## src/rtl/imm_gen_pipe.sv

```systemverilog
// Decode-stage immediate generator: extracts and sign-extends I/S/B/U/J
// immediates, adds pc, and holds results in a 2-entry skid FIFO.
module imm_gen_pipe #(
    parameter int XLEN  = 32,
    parameter int TAG_W = 5
) (
    input  logic             clk,
    input  logic             rst,
    input  logic             in_valid,
    output logic             in_ready,
    input  logic [31:0]      instr,
    input  logic [2:0]       ImmSrc,
    input  logic [XLEN-1:0]  pc,
    input  logic [TAG_W-1:0] in_tag,
    input  logic             flush,
    output logic             out_valid,
    input  logic             out_ready,
    output logic [XLEN-1:0]  ImmOp,
    output logic [XLEN-1:0]  target,
    output logic [TAG_W-1:0] out_tag,
    output logic             imm_err
);

    typedef struct packed {
        logic [XLEN-1:0]  imm;
        logic [XLEN-1:0]  tgt;
        logic [TAG_W-1:0] tag;
        logic             err;
    } ent_t;

    logic        is_i, is_s, is_b, is_u, is_j;
    logic [31:0] imm32;
    logic        err_c;
    logic [XLEN-1:0] imm_x;
    ent_t        ent_in;
    ent_t        head, skid;
    logic [1:0]  count;
    logic        acc, drn;

    assign is_i = (ImmSrc == 3'b000);
    assign is_s = (ImmSrc == 3'b001);
    assign is_b = (ImmSrc == 3'b010);
    assign is_u = (ImmSrc == 3'b011);
    assign is_j = (ImmSrc == 3'b100);

    always_comb begin
        imm32 = '0;
        err_c = 1'b0;
        unique case (1'b1)
            is_i: imm32 = {{20{instr[31]}}, instr[31:20]};
            is_s: imm32 = {{20{instr[31]}}, instr[31:25], instr[11:7]};
            is_b: imm32 = {{20{instr[31]}}, instr[7], instr[30:25],
                           instr[11:8], 1'b0};
            is_u: imm32 = {instr[31:12], 12'b0};
            is_j: imm32 = {{12{instr[31]}}, instr[19:12], instr[20],
                           instr[30:21], 1'b0};
            default: err_c = 1'b1;
        endcase
    end

    // Sign-extend the 32-bit immediate to XLEN (no-op when XLEN is 32).
    assign imm_x = XLEN'($signed(imm32));

    assign ent_in.imm = imm_x;
    assign ent_in.tgt = pc + imm_x;
    assign ent_in.tag = in_tag;
    assign ent_in.err = err_c;

    assign in_ready  = (count != 2'd2);
    assign out_valid = (count != 2'd0);
    assign acc       = in_valid & in_ready;
    assign drn       = out_valid & out_ready;

    assign ImmOp   = head.imm;
    assign target  = head.tgt;
    assign out_tag = head.tag;
    assign imm_err = head.err;

    always_ff @(posedge clk or negedge rst) begin
        if (!rst) begin
            count <= 2'd0;
            head  <= '0;
            skid  <= '0;
        end else if (flush) begin
            count <= 2'd0;
        end else begin
            unique case (count)
                2'd0: begin
                    if (acc) begin
                        head  <= ent_in;
                        count <= 2'd1;
                    end
                end
                2'd1: begin
                    if (acc && drn) begin
                        head <= ent_in;
                    end else if (acc) begin
                        skid  <= ent_in;
                        count <= 2'd2;
                    end else if (drn) begin
                        count <= 2'd0;
                    end
                end
                default: begin
                    if (drn) begin
                        head  <= skid;
                        count <= 2'd1;
                    end
                end
            endcase
        end
    end

endmodule

```

## config.mk

```make
export PLATFORM = sky130hd
export DESIGN_NAME = imm_gen_pipe
export DESIGN_NICKNAME = d
export VERILOG_FILES = /design/src/rtl/imm_gen_pipe.sv
export SDC_FILE = /design/constraint.sdc
export NUM_CORES = 1
export LEC_CHECK = 0
export BUFFER_PORTS_ARGS = -buffer_cell sky130_fd_sc_hd__buf_2
export CAP_MARGIN = 20
export CORE_ASPECT_RATIO = 1.4
export CORE_UTILIZATION = 60
export DETAILED_ROUTE_END_ITERATION = 16
export PLACE_DENSITY = 0.84
export SETUP_SLACK_MARGIN = 0.05
export SYNTH_ARGS = -nofsm -noshare
export SYNTH_HDL_FRONTEND = slang
export SYNTH_SLANG_ARGS = --single-unit
```

## constraint.sdc

```tcl
create_clock -name clk -period 3.5 [get_ports clk]
set_input_delay 0.175 -clock clk [delete_from_list [all_inputs] [get_ports clk]]
set_output_delay 0.175 -clock clk [all_outputs]
set_load 0.01 [all_outputs]
```

# --- After elaboration in Yosys (flattened, before gate mapping) ---
# Cells that the tools add are included.
word_totals:
  ff_bits: 142
  input_bits: 77
op_classes:
  add_sub_neg: 1
  eq_ne: 11
  muxes: 13
  bitwise_logic: 4
  reduce_logical: 10
ops:
  columns: ["cell", "n"]
  rows:
  - ["$mux 70", 3]
  - ["$pmux 32 s5", 1]
  - ["$pmux 70 s2", 1]
  - ["$add 32x32->32", 1]
  - ["$mux 2", 6]
  - ["$reduce_and 4->1", 3]
  - ["$eq 3x2->1 const B", 2]
  - ["$ne 2x2->1 const B", 3]
  - ["$ne 3x3->1 const B", 2]
  - ["$reduce_or 5->1", 1]
  - ["$ne 4x4->1 const B", 1]
  - ["$pmux 2 s2", 1]
  - ["$reduce_bool 4->1", 1]
  - ["$eq 3x1->1 const B", 1]
  - ["$eq 3x3->1 const B", 1]
  - ["$logic_not 3->1", 1]
  - ["$reduce_bool 3->1", 1]
  - ["$and 1x1->1", 2]
  - ["$eq 2x1->1 const B", 1]
  - ["$logic_not 2->1", 1]
  - ["$not 1->1", 2]
  - ["$reduce_bool 2->1", 1]
  - ["$logic_and 1x1->1", 1]
  - ["$mux 1", 1]

# --- Depth between registers and ports, before layout ---
logic_depth:
  depth_word: 7
  ltp_mapped: 19
  ltp_nobuf: 15

# --- Least setup slack after synthesis ---
# OpenSTA, ideal clock, no wires.
synth_timing:
  path_type: "input to register"
  from: "input ImmSrc[0]"
  to: "register head (netlist bit target[26])"
  t_arrival_ps: 3406
  path_slack_ps: 25
  stages: 13
  n_path_buf: 1
  path_cell_list: "clkbuf_1 -> mux2_2 -> o22a_1 -> fa_1 -> and2b_1 -> o31a_2 -> o2111ai_2 -> a2111o_1 -> a41o_1 -> o21ai_2 -> o21ai_1 -> or4_1 -> nand3_1"
synth_between:
  elab_chain_len: 5
  word_cells_on_any_way: 10
synth_lines:
  columns: ["item", "line", "source"]
  rows:
  - ["from (decl)", "12", "input logic [2:0] ImmSrc,"]
  - ["$eq 3x3->1, or another cell as far along", "44", "assign is_j = (ImmSrc == 3'b100);"]
  - ["$pmux 32 s5 *", "49", "unique case (1'b1)"]
  - ["$add 32x32->32 *", "65", "assign ent_in.tgt = pc + imm_x;"]
  - ["$mux 70, on equally long branches", "95, 89", null]
  - ["$pmux 70 s2 *", "87", "unique case (count)"]
  - ["to (signal assigned)", "90", "head <= ent_in;"]
  - ["to (signal assigned)", "96", "head <= ent_in;"]
  - ["to (signal assigned)", "106", "head <= skid;"]
  - ["to (decl)", "36", "ent_t head, skid;"]
# Mark *: on every way between the ends. The rest lies on a longest branch, timed or not. The select of a mux whose other input is x is not followed.
# A chain may end at the register's enable or synchronous reset.

# --- Final worst setup path ---
layout_timing:
  from: "input ImmSrc[2]"
  to: "register head (netlist bit target[30])"
# The elaborated chain is that of the path after synthesis.

==> summary.txt <==
Run status
  • Result of the run: finished, final reports clean

Global routing
  • Antenna violations before repair: 0
  • Global-route wire length before repair: 34800 um
  • Combined global-route utilization of all metal layers: 32.1%
  • Vias in the first global route: 7100
  • Maximum number of pins on one net before global-route repair: 125
  • Total congestion overflow after global routing: 0

Synthesis
  • Area share of xor/xnor cells in the synthesized design: 3.17%
  • Portion of synthesized cell area occupied by the leading cell type: 44.3%
  • Adder-cell share of the synthesized area: 5.09%
  • Count of mapped cells out of synthesis: 978
  • Yosys top cell by area: dfrtp_1
  • Largest cells by area after synthesis: dfrtp_1 (44%), nand2_1 (9.4%), o21ai_0 (6.8%)
  • Multiplexer share of the synthesized area: 2.64%
  • Simple logic cell fraction of the synthesized area: 17.6%
  • Fraction of synthesis flops using an asynchronous set or reset pin: 100%
  • Post-Syn Area: 8010 sq um
  • Mean area per synthesized cell: 8.19 sq um
  • Synth Area in Compound Gates: 22.3%
  • Yosys reg bits: 142
  • Number of enable flip-flop cells after synthesis: 0
  • Syn Nets: 1087
  • Most used flip-flop cell after synthesis: dfrtp_1
  • Register area share after synthesis: 44.3%
  • Number of distinct library cells after synthesis: 54
  • Combinational family with the most area after synthesis: compound AO/OA/AOI/OAI gates
  • Yosys warnings: 0

Timing
  • Min Tclk post-route: 3.14 ns
  • Maximum clock frequency: 319 MHz
  • Max-slew violations: 0
  • Crit share post-route: 89.7%
  • Worst Skew: 0.00852 ns
  • Count of endpoints failing hold in the final timing report: 0
  • Max-Slew Margin vs Limit: 32.3%
  • Number of setup violations in the final report: 0
  • Setup repair after global routing missed its margin: no
  • Worst hold slack after final layout: 0.0298 ns
  • Slew of the pin with the lowest slew margin: 1.02 ns

Placement
  • IO buf count: 141
  • Routability congestion estimate from global placement: 0.927
  • Final HPWL DP: 14900 um

Setup path
  • Sum of buffers and inverters on the critical path: 1
  • Critical path class: in -> reg
  • Worst path arrival time: 3.49 ns
  • Highest net fanout along the worst path: 4
  • Gate family responsible for the most delay along the worst path: compound AO/OA/AOI/OAI gates
  • Worst Setup Start Kind: primary input
  • Cells along the critical path: buf_2 -> nand2b_1 -> mux2_2 -> o22a_1 -> fa_1 -> and2b_1 -> o31a_2 -> o2111ai_2 -> a2111o_1 -> a41o_1 -> o21ai_2 -> a21oi_1 -> or4_1 -> nand3_1
  • Cell with the largest stage delay on the worst path: or4_1
  • Kind of end point of the critical path: flop
  • Peak per-stage delay on the critical path: 0.50 ns
  • Required time reported for the critical path endpoint: 3.85 ns

Clock tree
  • Clock tree from TritonCTS: done
  • Maximum buffer depth of the clock tree: 2
  • Clock buffers created by TritonCTS: 17
  • Number of clock sinks: 142
  • Number of resized instances in the post-cts repair step: 0
  • Clock-pin slew on the worst setup and hold paths: 0.06 ns
  • Count of buffers added by post-CTS timing repair for setup: 0
  • Clock Latency Late Sink: 0.43 ns
  • Root buffer cell: clkbuf_16
  • CTS Hold Bufs: 7
  • Depth of the CTS H-tree: 4

Die
  • Floorplan row count: 49
  • Placeable core area: 12900 sq um
  • Initial core utilization: 61.9%
  • Die Footprint: 13800 sq um
  • Width of the die: 99.7 um
  • Count of pins on the block boundary: 149
  • Overall die height: 139 um

Final layout
  • Net count, final: 1234
  • Final core utilization: 75.8%
  • Fraction of final layout cells sized beyond drive strength 1: 20.4%
  • Area growth, synth to finish: 22.4%

Routing
  • Number of design-rule violations left by the first detailed-router iteration: 525
  • Average wire per standard cell: 16.3 um
  • DRT antenna net count: 0
  • Drt via density: 5.75
  • Final WL: 21500 um
  • Overall via count from detail_route: 7580
  • Number of detailed-routing iterations run before antenna repair: 7
  • Post-detailed-route DRC marker count: 0

Power
  • Max rail drop VDD: 0.000356 V
  • Ratio of total power to cell area: 566 nW/um^2
  • Leakage component of the power: 4.94 nW

Worst hold path
  • Worst min-delay path category: in -> reg

Job
  • Max-cap violations: 0
cells by family (layout without fill, tap and decap cells):
logic type               after synthesis  count (layout)
AND/OR/NAND/NOR                      333             333
AO/OA/AOI/OAI                        317             317
flip-flops                           142             142
buffers and inverters                104             264
adder cells (fa/ha/maj)               32              32
XOR/XNOR                              29              29
multiplexers                          21              21
other                                  0               2
worst register-to-register path: stages, from the launching register on:
cell	delay, ns
dfrtp_4	0.69
nor2_1	0.14
nor2_1	0.23
o21a_1	0.77
nand2b_1	0.28
o21ai_0	0.22
cell usage in the layout (no fill, tap or decap), types with 6 or more instances in the layout:
cell	count
nand3_1	11
dfrtp_1	141
xnor2_1	14
nand2_1	201
a31oi_1	6
clkbuf_16	17
nand4_1	6
a21o_1	14
nor2_1	66
mux2i_1	20
nand2b_1	11
xor2_1	15
o21a_1	16
ha_1	31
buf_4	43
buf_2	140
a21oi_1	108
and3_1	7
a211oi_1	6
inv_1	38
dlygate4sd3_1	7
o21ai_1	31
o21ai_0	109
cell type report:
class	instances	area (sq um)
diodes	2	5.00
clock buffers	18	429
clock inverters	14	184
fillers	941	3130
inverters	38	143
multi-input cells	732	4100
flip-flops and latches	142	3560
well taps	178	223
repair buffers	194	1170
worst paths after layout:
kind                                       start                     end  slack (ns)  depth (start not counted)
max                                    ImmSrc[2]  target[30]$_DFFE_PN0P_        0.36                         14
min                                    out_ready    count[1]$_DFFE_PN0P_        0.03                          2
min reg2reg                ImmOp[20]$_DFFE_PN0P_   ImmOp[20]$_DFFE_PN0P_        0.48                          2
max reg2reg                 count[1]$_DFFE_PN0P_  target[29]$_DFFE_PN0P_        1.08                          5
max in group asynchronous                    rst    count[1]$_DFFE_PN0P_        2.34                          2
min in group asynchronous                    rst  target[20]$_DFFE_PN0P_        0.40                          2
cells in the mapped netlist (all sizes together) (2+ instances only):
| cell type | n |
|---|---|
| inv | 38 |
| a21oi | 108 |
| o21ai | 142 |
| o211ai | 5 |
| and4 | 2 |
| nor3 | 6 |
| nor2b | 3 |
| a21o | 14 |
| or2 | 5 |
| nand4b | 2 |
| nand3 | 11 |
| mux2i | 20 |
| a31oi | 6 |
| clkbuf | 61 |
| a211oi | 7 |
| and2 | 4 |
| or4 | 3 |
| nand2b | 11 |
| nand4 | 6 |
| buf | 5 |
| xnor2 | 14 |
| o22a | 2 |
| and3 | 8 |
| xor2 | 15 |
| ha | 31 |
| dfrtp | 142 |
| nand2 | 201 |
| o21a | 16 |
| o32ai | 3 |
| nor2 | 66 |
| o21bai | 3 |
state kept, by name, summed over array words and instances (netlist names):
name / cells
target: 32
imm_err: 1
count: 2
out_tag: 5
skid: 70
ImmOp: 32
through the flow:
stage                     worst slack (ns)  area (sq um)  setup TNS, ns  total power, mW  instances
final                                0.361          9810              0             5.55       1318
after detailed placement           -0.0598          9090        -0.0647             3.66       1276
after floorplan                     0.0977          8020              0             3.10        978
after global placement              0.0326          9090              0             3.60       1276
after CTS                            0.372          9780              0             5.55       1315
after global routing                 0.166          9800              0             5.82       1316
report_power, final:
group	internal [mW]	switching (mW)	total (mW)
registers	2.04	0.215	2.25
logic	0.592	0.829	1.42
clock network	1.14	0.743	1.88
per-layer routing:
layer  GRT usage [%]  vias to the layer above  part of all wire (%)
li1                -                     3653                     -
met1            42.2                     3606                    42
met2            52.8                      277                    49
met3            5.90                       44                   6.3
met4            11.5                        0                   2.4
met5               0                        -                     0
No activity file was read; power rests on OpenSTA's default activity.
